**config.mk**
```make
export PLATFORM = sky130hd
export DESIGN_NAME = knockback_engine
export DESIGN_NICKNAME = d
export VERILOG_FILES = /design/src/rtl/knockback_engine_pkg.sv /design/src/rtl/knockback_engine_lut.sv /design/src/rtl/knockback_engine.sv
export SDC_FILE = /design/constraint.sdc
export NUM_CORES = 1
export LEC_CHECK = 0
export CORE_AREA = 2 2 108 110
export CTS_CLUSTER_DIAMETER = 120
export DETAILED_ROUTE_END_ITERATION = 12
export DIE_AREA = 0 0 110 112
export GPL_ROUTABILITY_DRIVEN = 1
export PLACE_DENSITY_LB_ADDON = 0.2
export SLEW_MARGIN = 0
export SYNTH_ARGS = -nofsm -noshare
export SYNTH_HDL_FRONTEND = slang
export SYNTH_SLANG_ARGS = --single-unit
```
**constraint.sdc**
```tcl
create_clock -name clock -period 5.7 [get_ports clock]
set_input_delay 1.14 -clock clock [delete_from_list [all_inputs] [get_ports clock]]
set_output_delay 1.14 -clock clock [all_outputs]
set_load 0.05 [all_outputs]
```
**src/rtl/knockback_engine_pkg.sv**
```systemverilog
// knockback_pkg: shared types and constants for knockback_engine.
//   kbState   - engine FSM state (IDLE, CALC, HITSTUN, DECAY)
//   kbDir     - launch direction class of an attack
//   ATK_*     - bit positions inside the attacker's attack word
//   DMG_W / BASE_W - widths of the damage and base-knockback table fields
//   hitInfo   - decoded attack {valid, dmg, base, dir}
//   lutEntry  - attack table indexed by attack bit position
package knockback_pkg;

  typedef enum logic [1:0] {IDLE, CALC, HITSTUN, DECAY} kbState;
  typedef enum logic [2:0] {DIR_UP, DIR_DOWN, DIR_LEFT, DIR_RIGHT, DIR_FACING} kbDir;

  localparam int DMG_W  = 8;
  localparam int BASE_W = 7;

  localparam int ATK_HIT       = 0;
  localparam int ATK_SMASH_U   = 1;
  localparam int ATK_SMASH_D   = 2;
  localparam int ATK_SMASH_L   = 3;
  localparam int ATK_SMASH_R   = 4;
  localparam int ATK_JAB       = 5;
  localparam int ATK_SPECIAL_U = 6;
  localparam int ATK_SPECIAL_D = 7;
  localparam int ATK_SPECIAL_L = 8;
  localparam int ATK_SPECIAL_R = 9;
  localparam int ATK_SPECIAL_N = 10;

  typedef struct packed {
    logic              valid;
    logic [DMG_W-1:0]  dmg;
    logic [BASE_W-1:0] base;
    kbDir              dir;
  } hitInfo;

  function automatic hitInfo lutEntry(input int idx);
    hitInfo e;
    e = '0;
    e.valid = 1'b1;
    case (idx)
      ATK_SMASH_U:   begin e.dmg = 8'd15; e.base = 7'd6; e.dir = DIR_UP;     end
      ATK_SMASH_D:   begin e.dmg = 8'd14; e.base = 7'd5; e.dir = DIR_DOWN;   end
      ATK_SMASH_L:   begin e.dmg = 8'd16; e.base = 7'd6; e.dir = DIR_LEFT;   end
      ATK_SMASH_R:   begin e.dmg = 8'd16; e.base = 7'd6; e.dir = DIR_RIGHT;  end
      ATK_JAB:       begin e.dmg = 8'd3;  e.base = 7'd1; e.dir = DIR_FACING; end
      ATK_SPECIAL_U: begin e.dmg = 8'd8;  e.base = 7'd4; e.dir = DIR_UP;     end
      ATK_SPECIAL_D: begin e.dmg = 8'd10; e.base = 7'd3; e.dir = DIR_DOWN;   end
      ATK_SPECIAL_L: begin e.dmg = 8'd9;  e.base = 7'd4; e.dir = DIR_LEFT;   end
      ATK_SPECIAL_R: begin e.dmg = 8'd9;  e.base = 7'd4; e.dir = DIR_RIGHT;  end
      ATK_SPECIAL_N: begin e.dmg = 8'd6;  e.base = 7'd2; e.dir = DIR_FACING; end
      default:       e = '0;
    endcase
    return e;
  endfunction

endpackage

```
**src/rtl/knockback_engine_lut.sv**
```systemverilog
// attack_lut: combinational priority encoder + attack table.
//   attackBits in  [10:1] attack type bits
//   info       out hitInfo {valid, dmg, base, dir}; valid=0 when no type bit set
// Lowest set bit index wins.
module attack_lut
  import knockback_pkg::*;
(
  input  logic [ATK_SPECIAL_N:ATK_SMASH_U] attackBits,
  output hitInfo                           info
);

  // Scan high to low so the lowest set index is the last (winning) write.
  always_comb begin
    info = '0;
    for (int i = ATK_SPECIAL_N; i >= ATK_SMASH_U; i--)
      if (attackBits[i]) info = lutEntry(i);
  end

endmodule

```
**src/rtl/knockback_engine.sv**
```systemverilog
// knockback_engine: detects hits on the victim, accumulates damage percent,
// computes a launch velocity and times hitstun / velocity decay on a frame tick.
//   clock           in  system clock
//   reset           in  async active-low reset
//   attack          in  [31:0] attack word (bit0 any hit, bits10:1 type)
//   attacker_facing in  1 = attacker faces right
//   clear_damage    in  KO / stock reset, synchronous, beats a hit
//   damage          out [15:0] damage percent
//   knock_vel       out [31:0] {vx, vy}, two's complement px/frame, +Y up
//   hitstun         out high in CALC/HITSTUN
//   hit_ack         out one-cycle pulse per accepted hit
// Build option: KNOCKBACK_SCALE_EN adds (damage >> 4) to the launch magnitude.
module knockback_engine
  import knockback_pkg::*;
#(
  parameter int FRAME_DIV      = 833333,
  parameter int HITSTUN_FRAMES = 12,
  parameter int DAMAGE_MAX     = 999
) (
  input  logic        clock,
  input  logic        reset,
  input  logic [31:0] attack,
  input  logic        attacker_facing,
  input  logic        clear_damage,
  output logic [15:0] damage,
  output logic [31:0] knock_vel,
  output logic        hitstun,
  output logic        hit_ack
);

  localparam int DIV_W = (FRAME_DIV > 1) ? $clog2(FRAME_DIV) : 1;
  localparam int HS_W  = $clog2(HITSTUN_FRAMES + 1);

  kbState             state, stateNext;
  hitInfo             hitLut;
  logic               attack0Q, hitEdge, acceptHit, frameTick;
  logic [DIV_W-1:0]   divCnt;
  logic [HS_W-1:0]    frameCnt;
  logic [BASE_W-1:0]  baseQ;
  kbDir               dirQ;
  logic               facingQ;
  logic [15:0]        velX, velY, launchX, launchY, stepX, stepY, mag;
  logic [16:0]        magWide, dmgSum;
  logic               velZero, stepZero;
  logic               unusedAttack;

  assign unusedAttack = ^attack[31:ATK_SPECIAL_N+1];

  attack_lut uLut (
    .attackBits (attack[ATK_SPECIAL_N:ATK_SMASH_U]),
    .info       (hitLut)
  );

  assign hitEdge   = attack[ATK_HIT] & ~attack0Q;
  assign acceptHit = hitEdge & hitLut.valid;
  assign frameTick = (divCnt == DIV_W'(FRAME_DIV - 1));

  // Launch magnitude from the latched attack; damage already holds the
  // post-hit value while in CALC.
`ifdef KNOCKBACK_SCALE_EN
  assign magWide = 17'(baseQ) + 17'(damage >> 4);
`else
  assign magWide = 17'(baseQ);
`endif
  assign mag    = (magWide > 17'd127) ? 16'd127 : magWide[15:0];
  assign dmgSum = 17'(damage) + 17'(hitLut.dmg);

  always_comb begin
    launchX = '0;
    launchY = '0;
    case (dirQ)
      DIR_UP:     launchY = mag;
      DIR_DOWN:   launchY = -mag;
      DIR_LEFT:   launchX = -mag;
      DIR_RIGHT:  launchX = mag;
      DIR_FACING: begin
        launchX = facingQ ? mag : -mag;
        launchY = mag >> 1;
      end
      default: ;
    endcase
  end

  // One step toward zero per component (sign bit picks the direction).
  assign stepX    = (velX == '0) ? '0 : (velX[15] ? velX + 16'd1 : velX - 16'd1);
  assign stepY    = (velY == '0) ? '0 : (velY[15] ? velY + 16'd1 : velY - 16'd1);
  assign velZero  = (velX == '0) && (velY == '0);
  assign stepZero = (stepX == '0) && (stepY == '0);

  // FSM: state register
  always_ff @(posedge clock or negedge reset)
    if (!reset) state <= IDLE;
    else        state <= stateNext;

  // FSM: next state
  always_comb begin
    stateNext = state;
    if (clear_damage) stateNext = IDLE;
    else begin
      case (state)
        IDLE:    if (acceptHit) stateNext = CALC;
        CALC:    stateNext = HITSTUN;
        HITSTUN: if (frameTick && frameCnt == HS_W'(HITSTUN_FRAMES - 1)) stateNext = DECAY;
        DECAY: begin
          if (acceptHit)                          stateNext = CALC;
          else if (velZero || (frameTick && stepZero)) stateNext = IDLE;
        end
        default: stateNext = IDLE;
      endcase
    end
  end

  // FSM: outputs
  always_comb begin
    hitstun   = (state == CALC) || (state == HITSTUN);
    hit_ack   = (state == CALC);
    knock_vel = (state == IDLE) ? 32'd0 : {velX, velY};
  end

  always_ff @(posedge clock or negedge reset)
    if (!reset) divCnt <= '0;
    else if (frameTick) divCnt <= '0;
    else divCnt <= divCnt + 1'b1;

  always_ff @(posedge clock or negedge reset)
    if (!reset) begin
      attack0Q <= 1'b0;
      damage   <= '0;
      baseQ    <= '0;
      dirQ     <= DIR_UP;
      facingQ  <= 1'b0;
      frameCnt <= '0;
      velX     <= '0;
      velY     <= '0;
    end else begin
      attack0Q <= attack[ATK_HIT];
      if (clear_damage) damage <= '0;
      else if (stateNext == CALC)
        damage <= (dmgSum > 17'(DAMAGE_MAX)) ? 16'(DAMAGE_MAX) : dmgSum[15:0];
      if (stateNext == CALC) begin
        baseQ   <= hitLut.base;
        dirQ    <= hitLut.dir;
        facingQ <= attacker_facing;
      end
      if (state == CALC) frameCnt <= '0;
      else if (state == HITSTUN && frameTick) frameCnt <= frameCnt + 1'b1;
      if (clear_damage) begin
        velX <= '0;
        velY <= '0;
      end else if (state == CALC) begin
        velX <= launchX;
        velY <= launchY;
      end else if (state == DECAY && frameTick) begin
        velX <= stepX;
        velY <= stepY;
      end
    end

endmodule

```
; ---- After elaboration in Yosys (flattened, before gate mapping)
; Cells that the tools add are included.
[op_classes]
n_eq_ne = 10
mux = 37
add_sub_neg = 8
reduce_logical = 17
bitwise_logic = 3
n_lt_le_gt_ge = 2
[op_table]
columns = op, count
row1 = $mux 16, 14
row2 = $mux 19, 10
row3 = $pmux 16 s3, 2
row4 = $logic_not 16->1, 4
row5 = $add 16x1->16 const B, 2
row6 = $mux 32, 1
row7 = $sub 16x1->16 const B, 2
row8 = $add 20x1->20 const B, 1
row9 = $eq 20x20->1 const B, 1
row10 = $mux 20, 1
row11 = $add 16x8->17, 1
row12 = $gt 17x10->1 const B, 1
row13 = $neg 7->16, 1
row14 = $mux 2, 5
row15 = $mux 4, 2
row16 = $pmux 2 s4, 1
row17 = $gt 7x7->1 const B, 1
row18 = $mux 7, 1
row19 = $eq 3x2->1 const B, 2
row20 = $logic_and 1x1->1, 6
row21 = $add 4x1->4 const B, 1
row22 = $eq 2x1->1 const B, 2
row23 = $eq 2x2->1 const B, 2
row24 = $eq 4x4->1 const B, 1
row25 = 9 further kinds, 12
[word_totals]
in_bits = 36
reg_bits = 86
word_cells = 87
output_inout_bits = 50

; ---- Depth between registers and ports, before layout
[logic_depth]
word_depth = 17
depth_mapped = 17
ltp_nobuf = 17

; ---- Modules after synthesis
; From an unflattened synthesis, not the netlist that was laid out.
[unflattened]
hier_cells = 861
area_unflattened_um2 = 7269.5
[modules_own_cells]
columns = module, seq_area_each_um2, instances, area_per_inst_um2, cells_per_inst
row1 = knockback_engine, 2152.1, 1, 6950.4, 815
row2 = attack_lut, 0.0, 1, 319.1, 46

; ---- Worst setup path after synthesis
; OpenSTA, ideal clock, no wires.
[synth_path]
path_kind = input to register
from = input attack[6]
to = register damage[0]
setup_time_ns = 0.120
required_time_ns = 5.580
arrival_time_ns = 4.250
n_path_buf = 1
slack_ns = 1.330
stages = 16
cell_sequence = clkbuf_1 o31ai_1 a31o_2 ha_1 inv_1 fa_1 nor2b_1 o21ai_0 a21oi_1 o21ai_1 nor3_1 mux2_2 o21ai_0 nand4b_1 o211a_1 a31o_1
[synth_via]
elab_chain_cells = 12
elab_cells_between_ends = 18
classes_between = 1 x add/sub / 1 x order compare / 1 x eq/ne / 13 x mux / 1 x bitwise / 1 x reduce/logical
[synth_rtl]
columns = item, line_no
row1 = start: declaration, knockback_engine.sv:22  ; input logic [31:0] attack,
row2 = $mux 19 (*) (6 in series), knockback_engine_lut.sv:16  ; if (attackBits[i]) info = lutEntry(i);
row3 = "parallel branches: the longest is 6 deep, another holds $add 16x8->17", --
row4 = end signal: assignment, knockback_engine.sv:139  ; damage <= (dmgSum > 17'(DAMAGE_MAX)) ? 16'(DAMAGE_MAX) : dmgSum[15:0];
row5 = end: declaration, knockback_engine.sv:25  ; output logic [15:0] damage,
; Every way passes the cells marked *. The select of a mux whose other input is x is not followed.
; A chain may end at the register's enable or synchronous reset.

; ---- Final worst setup path
; Same ends and word-level chain as after synthesis.

==> key figures <==
Run status
  – Run status: completed

CTS
  – Clock transition at path regs: 0.06 ns
  – CTS H-tree lvls: 3
  – Worst-Skew Late Latency: 0.34 ns
  – CTS-repair resized insts: 0
  – CTS tree: yes
  – # clock sinks: 82
  – Total CTS buffers: 9
  – Maximum buffer depth of the clock tree: 2
  – Postcts setup bufs: 0
  – Hold buffer count at cts: 0
  – Clock root cell: clkbuf_16

Drt
  – Drt first-iter violations: 384
  – DRC: 0
  – Routed vias: 6050
  – Total detailed-routing wirelength: 17.0 mm
  – DR pass1 iterations: 5
  – Vias per inst: 6.24
  – Routed len/inst: 17.5 µm
  – Post-DRT Antenna Nets: 0

Critical path
  – Worst r2r src: velX[15]
  – Worst path max stage delay: 0.64 ns
  – CP startpoint kind: input port
  – Crit path from: attack[6]
  – Crit. End Element: flop
  – Reg2reg end: damage[3]
  – Critical path's slowest cell: nor4_1
  – Data required, critical path: 5.93 ns
  – R2r worst-path depth: 12
  – Worst R2R Setup Slack: 1.34 ns
  – Worst path depth: 16
  – Critical Path, Cell by Cell: clkdlybuf4s50_1 > nor4_1 > nand2_1 > o21ai_0 > ha_1 > nor2b_1 > o21ai_0 > a21oi_1 > o21ai_1 > buf_4 > nor3_1 > mux2_2 > o21ai_0 > nand4b_1 > o211a_1 > a31o_1
  – Worst endpoint data arrival time: 5.34 ns
  – Worst setup endpoint: damage[0]
  – Critical-path maximum fanout: 10
  – CP Buf/Inv Count: 2
  – CP top delay family: simple AND/OR/NAND/NOR gates
  – CP most frequent cell: o21ai_0
  – Setup CP Type: in -> reg

GRT
  – Global route overflow: 0
  – Initial antenna violation count: 0
  – First-pass GRT wire length: 28.7 mm
  – All-Layer GR Usage: 0.288
  – Largest net degree at the start of global routing: 83
  – Vias in the first global route: 5973

Timing
  – Max Freq: 196 MHz
  – RSZ-0062 raised after global routing: no
  – Fin. max-slew vios: 0
  – Hold Slack: 0.509 ns
  – Final Hold Fails: 0
  – Period utilization: 0.896
  – Slew @ Worst Pin: 1.06 ns
  – Worst slew margin: 0.281
  – Fin crit period: 5.11 ns
  – Final setup fails: 0
  – Clock skew: 0.0131 ns
  – Setup_tns: 0 ns

Yosys
  – Syn Std Cell Area: 6490 µm²
  – Synth top area cells: dfrtp_1 32%, ha_1 8.5%, nor2_1 4.8%
  – Avg Inst Size Synth: 8.46 µm²
  – Leading area contributor after synthesis: dfrtp_1
  – FF+latch count, synth: 82
  – Top_reg_cell synth: dfrtp_1
  – Post-synth ARST share: 1.00
  – Post-synth EDFFs: 0
  – Synth top area share: 0.316
  – Synth warn: 0
  – Synthesized netlist cell count: 767
  – Sequential share of the synthesized area: 0.316
  – Netlist cell types: 80
  – Synthesized Nets: 850

Layout
  – Ant diodes: 0
  – Core Util, Final: 0.674
  – Fill cells: 934
  – Storage cell area: 2050 µm²
  – Layout area overhead: 16.1%
  – Area of the multi-input gates: 4200 µm²
  – Share of cells above drive strength 1: 0.0556
  – Final net count: 905
  – Final non-filler cell total: 970

Floorplan
  – Core Footprint: 11200 µm²
  – Initial Util: 0.581
  – DIE AREA: 12300 µm²
  – Die W: 110 µm
  – Row cnt: 39
  – I/O pin count: 86
  – Die Span Y: 112 µm

Place
  – Routability cong.: 1.02
  – Final HPWL DP: 12.0 mm
  – Placed insts: 954
  – Port bufs: 64

Power and ir drop
  – Pint: 2.14 mW
  – Seq pwr share: 0.201
  – Pwr dens: 564 nW/µm²
  – Combinational share of power: 0.668
  – P_sw: 2.11 mW
  – Part of the power in the clock network: 0.131
  – Peak supply drop: 0.272 mV
  – LEAKAGE: 3.29 nW
  – Sw Ratio: 0.496

Run
  – Max Cap Violations: 0

Min path
  – Worst Hold Class: reg -> reg
[synthesized netlist by cell type, types with 5 or more instances]
master,n
nand4_1,10
nor3_1,18
xor2_1,18
nor2_1,83
and3_1,17
nor4_1,8
and2_1,7
ha_1,44
and4_1,5
inv_1,38
nand2b_1,6
xnor2_1,22
mux2i_1,11
nand4b_1,5
a21oi_1,48
a211oi_1,6
a31oi_1,10
nor2b_1,38
clkbuf_1,21
o21ai_0,54
nand3_1,21
a2bb2oi_1,5
a21o_1,10
nand2_1,71
o31ai_1,7
a22o_1,5
dfrtp_1,82
[logic make-up after synthesis]
kind of cell	after synthesis	share of synthesized area
flip-flops	82	0.316
multiplexers	20	0.0349
XOR/XNOR	40	0.0540
AND/OR/NAND/NOR	313	0.251
AO/OA/AOI/OAI	201	0.211
adder cells (fa/ha/maj)	47	0.0941
buffers and inverters	64	0.0388
[power by group through the flow]
stage	logic [mW]	registers, mW	clock network [mW]
after detailed placement	2.75	0.859	0
after CTS	2.78	0.849	0.563
after global placement	2.66	0.851	0
after global routing	3.11	0.871	0.589
final	2.84	0.854	0.556
after floorplan	2.16	0.838	0
[worst register-to-register path: cells and delay by family, from the launching register on]
kind / cells / cell delay, ns
flip-flops: 1 / 0.38
adder cells (fa/ha/maj): 1 / 0.29
AND/OR/NAND/NOR: 5 / 1.60
AO/OA/AOI/OAI: 3 / 0.85
multiplexers: 2 / 0.64
buffers and inverters: 1 / 0.48
[worst min path at each step]
stage	startpoint	endpoint	slack, ns	depth (start not counted)
after global placement	velX[15]	velX[15]	0.47	1
after CTS	velX[15]	velX[15]	0.50	1
after detailed placement	velY[15]	velY[15]	0.49	1
after global routing	velX[15]	velX[15]	0.52	1
final	velX[15]	velX[15]	0.51	1
after floorplan	divCnt[6]	divCnt[6]	0.46	1
[metal layers]
metal  up-vias  global-route usage  share of wire
met5         -                   0              0
met1      2898               0.383           0.43
met3        36              0.0351          0.057
met4         0              0.0962          0.019
met2       220               0.482           0.49
li1       2896                   -              -
[metrics by stage]
step / cell area, µm² / setup WS, ns / total power, mW
floorplan: 6490 / 1.33 / 3.00
global placement: 7250 / 0.532 / 3.51
detailed placement: 7250 / 0.401 / 3.61
CTS: 7530 / 0.743 / 4.19
global route: 7530 / 0.397 / 4.58
finish: 7530 / 0.591 / 4.25
[state kept, by name, indices dropped and copies added (netlist names)]
register / count
attack0Q: 1
dirQ: 3
frameCnt: 4
velY: 16
damage: 16
facingQ: 1
state: 2
divCnt: 20
baseQ: 3
velX: 16
[cell usage in the layout, fill, tap and decap left out, types with 11 or more instances in the layout]
| cell type | netlist | layout |
|---|---|---|
| nor2_1 | 83 | 83 |
| dfrtp_1 | 82 | 82 |
| nand2_1 | 71 | 71 |
| clkdlybuf4s50_1 | 0 | 63 |
| o21ai_0 | 54 | 54 |
| a21oi_1 | 48 | 48 |
| ha_1 | 44 | 44 |
| inv_1 | 38 | 38 |
| nor2b_1 | 38 | 38 |
| xnor2_1 | 22 | 22 |
| nand3_1 | 21 | 21 |
| xor2_1 | 18 | 18 |
| nor3_1 | 18 | 18 |
| and3_1 | 17 | 17 |
| mux2i_1 | 11 | 11 |
[cell type report]
class | instances | share of cell area
timing repair buffer | 69 | 0.0897
clock inverter | 6 | 0.00565
multi-input combinational | 621 | 0.557
inverter | 39 | 0.0194
tap | 143 | 0.0238
sequential | 82 | 0.272
clock buffer | 10 | 0.0317
Power figures use the tool's default switching activity.
